<file path="src/rtl/pong_match_controller.sv">
// SpeedPong match sequencer: idle, serve countdown, rally, point pause and game over.
// Keeps both scores and the rally speed level, and gates the ball datapath.
module pong_match_controller #(
  parameter int unsigned WIN_SCORE      = 9,
  parameter int unsigned SERVE_FRAMES   = 120,
  parameter int unsigned POINT_FRAMES   = 60,
  parameter int unsigned HITS_PER_LEVEL = 4,
  parameter int unsigned SPEED_MAX      = 7
) (
  input  logic       CLOCK_50,
  input  logic       RESET_N,
  input  logic       frame_tick,
  input  logic       start_btn,
  input  logic       paddle_hit,
  input  logic       miss_left,
  input  logic       miss_right,
  output logic [2:0] state,
  output logic       ball_en,
  output logic       ball_reset,
  output logic       serve_dir,
  output logic [2:0] speed,
  output logic [3:0] score_left,
  output logic [3:0] score_right,
  output logic [1:0] winner
);

  localparam int unsigned FRAME_W = 8;
  localparam int unsigned HITS_W  = 4;

  typedef enum logic [2:0] {
    IDLE  = 3'd0,
    SERVE = 3'd1,
    RALLY = 3'd2,
    POINT = 3'd3,
    OVER  = 3'd4
  } state_t;

  state_t              state_q, state_d;
  logic [FRAME_W-1:0]  frame_q, frame_d;
  logic [HITS_W-1:0]   hits_q, hits_d;
  logic                start_q;
  logic [2:0]          speed_d;
  logic [3:0]          score_left_d, score_right_d;
  logic                serve_dir_d;
  logic [1:0]          winner_d;
  logic                start_rise;

  assign start_rise = start_btn & ~start_q;
  assign state      = state_q;

  // Registered state, counters and outputs
  always_ff @(posedge CLOCK_50 or negedge RESET_N) begin
    if (!RESET_N) begin
      state_q     <= IDLE;
      frame_q     <= '0;
      hits_q      <= '0;
      start_q     <= 1'b0;
      ball_en     <= 1'b0;
      ball_reset  <= 1'b0;
      serve_dir   <= 1'b0;
      speed       <= '0;
      score_left  <= '0;
      score_right <= '0;
      winner      <= '0;
    end else begin
      state_q     <= state_d;
      frame_q     <= frame_d;
      hits_q      <= hits_d;
      start_q     <= start_btn;
      ball_en     <= (state_d == RALLY);
      ball_reset  <= (state_d == SERVE) && (state_q != SERVE);
      serve_dir   <= serve_dir_d;
      speed       <= speed_d;
      score_left  <= score_left_d;
      score_right <= score_right_d;
      winner      <= winner_d;
    end
  end

  // Next-state and datapath updates
  always_comb begin
    state_d       = state_q;
    frame_d       = frame_q;
    hits_d        = hits_q;
    speed_d       = speed;
    score_left_d  = score_left;
    score_right_d = score_right;
    serve_dir_d   = serve_dir;
    winner_d      = winner;

    case (state_q)
      IDLE, OVER: begin
        if (start_rise) begin
          state_d       = SERVE;
          frame_d       = FRAME_W'(SERVE_FRAMES);
          hits_d        = '0;
          speed_d       = '0;
          score_left_d  = '0;
          score_right_d = '0;
          serve_dir_d   = 1'b0;
          winner_d      = '0;
        end
      end
      SERVE: begin
        if (frame_tick) begin
          frame_d = frame_q - FRAME_W'(1);
          if (frame_q == FRAME_W'(1)) state_d = RALLY;
        end
      end
      POINT: begin
        if (frame_tick) begin
          frame_d = frame_q - FRAME_W'(1);
          if (frame_q == FRAME_W'(1)) begin
            state_d = SERVE;
            frame_d = FRAME_W'(SERVE_FRAMES);
          end
        end
      end
      RALLY: begin
        if (miss_left || miss_right) begin
          // Any miss ends the rally; a simultaneous double miss scores nobody
          state_d = POINT;
          frame_d = FRAME_W'(POINT_FRAMES);
          speed_d = '0;
          hits_d  = '0;
          if (miss_left && !miss_right) begin
            score_right_d = score_right + 4'd1;
            serve_dir_d   = 1'b0;
            if (score_right_d == 4'(WIN_SCORE)) begin
              state_d  = OVER;
              winner_d = 2'd2;
            end
          end else if (miss_right && !miss_left) begin
            score_left_d = score_left + 4'd1;
            serve_dir_d  = 1'b1;
            if (score_left_d == 4'(WIN_SCORE)) begin
              state_d  = OVER;
              winner_d = 2'd1;
            end
          end
        end else if (paddle_hit) begin
          if (hits_q == HITS_W'(HITS_PER_LEVEL - 1)) begin
            hits_d = '0;
            if (speed < 3'(SPEED_MAX)) speed_d = speed + 3'd1;
          end else begin
            hits_d = hits_q + HITS_W'(1);
          end
        end
      end
      default: state_d = IDLE;
    endcase
  end

endmodule

</file>
<file path="config.mk">
export PLATFORM = sky130hd
export DESIGN_NAME = pong_match_controller
export DESIGN_NICKNAME = d
export VERILOG_FILES = /design/src/rtl/pong_match_controller.sv
export SDC_FILE = /design/constraint.sdc
export NUM_CORES = 1
export LEC_CHECK = 0
export ABC_AREA = 1
export ABC_CLOCK_PERIOD_IN_PS = 1500
export CAP_MARGIN = 20
export CORE_MARGIN = 2
export CORE_UTILIZATION = 49
export DETAILED_ROUTE_END_ITERATION = 10
export GPL_TIMING_DRIVEN = 0
export HOLD_SLACK_MARGIN = 0.12
export PLACE_DENSITY_LB_ADDON = 0.25
export RECOVER_POWER = 50
export REMOVE_ABC_BUFFERS = 1
export SLEW_MARGIN = 10
export SYNTH_ARGS = -nofsm -noshare
export SYNTH_HDL_FRONTEND = slang
export SYNTH_SLANG_ARGS = --single-unit
</file>
<file path="constraint.sdc">
create_clock -name CLOCK_50 -period 1.5 [get_ports CLOCK_50]
set_input_delay 0.15 -clock CLOCK_50 [delete_from_list [all_inputs] [get_ports CLOCK_50]]
set_output_delay 0.15 -clock CLOCK_50 [all_outputs]
set_load 0.02 [all_outputs]
</file>
==> results.sh <==
export IMPL_status="finished with violations"
export IMPL_violations="setup timing"
export IMPL_dieArea_um2=4410
export IMPL_critPathKind="register to register"
export IMPL_crit_path_max_fanout=7
export IMPL_viasPerCell=5.22
export IMPL_io_pins=26
export IMPL_clock_skew_ns=0.00587
export IMPL_drt_wirelength_per_cell_um=13.1
export IMPL_comb_power_share_pct=47.3
export IMPL_p_int_uw=2120
export IMPL_finalSetupViolCount=13
export IMPL_netSwitchingPower_uw=1540
export IMPL_antenna_found_initial=0
export IMPL_final_max_slew_viol_count=0
export IMPL_postSynthAreaPerCell_um2=8.08
export IMPL_areaGrowthSynthToFinish_pct=41.1
export IMPL_clk_insertion_delay_late_ns=0.29
export IMPL_hpwl_mm=2.65
export IMPL_tns_ns=-0.603
export IMPL_crit_buf_inv=2
export IMPL_tightest_slew_ns=0.802
export IMPL_critPathArrivalTime_ns=1.78
export IMPL_synth_warnings=0
export IMPL_cts_tree="built"
export IMPL_vias=1766
export IMPL_grt_pass1_vias=1517
export IMPL_crit_path_end_kind="register"
export IMPL_reg2reg_from="state[0]"
export IMPL_max_freq_ghz=0.626
export IMPL_core_rowCount=22
export IMPL_crit_start="state[0]"
export IMPL_worst_path_largest_cell_delay_ns=0.44
export IMPL_critPathLaunchType="register"
export IMPL_grt_pass1_wl_mm=6.34
export IMPL_async_flop_share_pct=100
export IMPL_root_buffer="clkbuf_8"
export IMPL_rsz0062_at_grt="yes"
export IMPL_relSlewSlack_pct=46.5
export IMPL_wl_mm=4.44
export IMPL_drv_cap=0
export IMPL_hold_slack_ns=0.482
export IMPL_total_power_uw=3670
export IMPL_netlist_instances=236
export IMPL_antenna_left=0
export IMPL_track_usage_pct=19.3
export IMPL_regToRegSetupSlack_ns=-0.1
export IMPL_cpMostUsedCell="nor2_4"
export IMPL_period_needed_ns=1.60
export IMPL_fin_nets=307
export IMPL_fp_dieH_um=66.4
export IMPL_drc=0
export IMPL_fp_coreArea_um2=3690
export IMPL_initial_utilization_pct=51.7
export IMPL_fin_ws_ns=-0.0965
export IMPL_synth_area_um2=1910
export IMPL_die_x_um=66.4
export IMPL_critPathSlowestCell="dfrtp_1"
export IMPL_grt_max_degree=33
export IMPL_ys_seq_area_share_pct=42.0
export IMPL_ys_flop_type="dfrtp_1"
export IMPL_cts_max_path_buffers=2
export IMPL_required_ns=1.69
export IMPL_fill_cells=271
export IMPL_ir_drop_uv=972
export IMPL_cts_sinks=32
export IMPL_p_leak_uw=0.00130
export IMPL_synth_edf_count=0
export IMPL_fin_util_pct=72.9
export IMPL_crit_family="simple AND/OR/NAND/NOR gates"
export IMPL_hold_viol_final=0
export IMPL_place_congestion=0.793
export IMPL_drtIter0Drc=110
export IMPL_hp_class="input port to asynchronous set/reset pin"
export IMPL_period_share_pct=106
export IMPL_p_seq_share_pct=33.8
export IMPL_diodes=0
export IMPL_overflow=0
export IMPL_portBuffers=25
export IMPL_h_tree_depth=2
export IMPL_cts_buffers=5
export IMPL_drive_above_1_share_pct=32.1
export IMPL_path_cells="inv_2, nand3_4, inv_6, nand2_8, nor2_4, nor2_4, nand2_4, nor2_4, o21ai_2, o21a_1"
export IMPL_powerDensity_nw_per_um2=1360
export IMPL_clockPowerShare_pct=18.8
export IMPL_ys_types=32
export IMPL_clk_pin_slew_ns=0.07
export IMPL_switching_share_pct=42.1
export IMPL_synth_seq_cells=32
export IMPL_first_pass_iters=4
repair_timing:
| item | CTS | global route |
|---|---|---|
| setup buffers | 5 | 16 |
| gates cloned | 0 | 0 |
| resized for setup | 16 | 66 |
| hold endpoints to repair | 32 | 0 |
| setup endpoints to repair | 24 | 31 |
| pin swaps | 11 | 23 |
| hold buffers | 1 | 0 |
area by class of cell:
| class | instances | area, um2 | share of cell area [%] |
|---|---|---|---|
| Multi-Input combinational cell | 168 | 1160 | 43.1 |
| Sequential cell | 32 | 802 | 29.8 |
| Timing Repair Buffer | 47 | 425 | 15.8 |
| Inverter | 35 | 154 | 5.72 |
| Clock buffer | 8 | 90.1 | 3.35 |
| Tap cell | 48 | 60.1 | 2.23 |
placed cells by master, fill, tap and decap left out, types with 10 or more instances in the layout:
cell / n
buf_4: 19
nand2_2: 10
nand2_1: 39
clkdlybuf4s50_1: 13
o21ai_0: 11
dfrtp_1: 31
nor2_1: 12
inv_1: 24
nand3_1: 15
synthesized netlist by cell type, types with 2 or more instances:
master / n / area [um2]
xor2_1: 5 / 43.8
nand2_2: 2 / 12.5
nand4_1: 4 / 25.0
inv_2: 3 / 11.3
dfrtp_1: 32 / 801
nor2_4: 4 / 45.0
a21oi_1: 10 / 50.1
nor2_2: 2 / 12.5
ha_1: 11 / 138
nand3_2: 2 / 20.0
nor2_1: 21 / 78.8
nand2_1: 49 / 184
o21ai_0: 18 / 90.1
inv_1: 30 / 113
nand2_4: 2 / 22.5
nand3_1: 23 / 115
inv_4: 2 / 12.5
nor3_1: 2 / 10.0
sequential cells by signal, summed over array words and instances, names as in the netlist:
register	flops
speed	3
ball_reset	1
score_right	4
hits_q	4
state	3
ball_en	1
frame_q	8
serve_dir	1
score_left	4
start_q	1
winner	2
per-stage QoR:
step	std cells	instance area, um2	worst slack [ns]
after floorplan	235	1900	-0.0882
after global placement	308	2210	-0.384
after detailed placement	308	2210	-0.418
after CTS	322	2360	-0.107
after global routing	338	2690	-0.196
final	338	2690	-0.0965
kinds of logic after synthesis:
family / count (synthesis) / synth area share [%]
simple gates: 116 / 30.6
buf+inv: 36 / 7.41
compound gates: 35 / 10.0
flops: 32 / 42.0
fa+ha+maj: 11 / 7.22
xor+xnor: 6 / 2.76
worst paths after layout:
kind / to / cells past startpoint
min: winner[1] / 2
max: speed[0] / 10
max reg2reg: speed[0] / 10
max in group asynchronous: state[1] / 2
min reg2reg: winner[1] / 2
min in group CLOCK_50: start_q / 1
layer usage:
layer	up-vias	part of all wire, %	global-route usage, %
met5	-	0	0
met4	0	2.1	9.18
met3	9	4.4	4.60
met2	46	50	29.6
met1	838	44	25.4
li1	873	-	-
worst reg2reg max path: cells and delay by family (launching register included):
kind	cells	cell delay, ns
buffers and inverters	2	0.16
and+or+nand+nor	6	0.73
DFF	1	0.44
AOI/OAI and AO/OA	2	0.17
power by group through the flow:
stage	clock (uW)	sequential (uW)	combinational, uW
2_1_floorplan	0	1280	981
3_3_place_gp	0	1230	1380
3_5_place_dp	0	1220	1420
4_1_cts	701	1210	1440
5_1_grt	738	1270	1940
6_report	690	1240	1740
No activity file was read; power rests on OpenSTA's default activity.
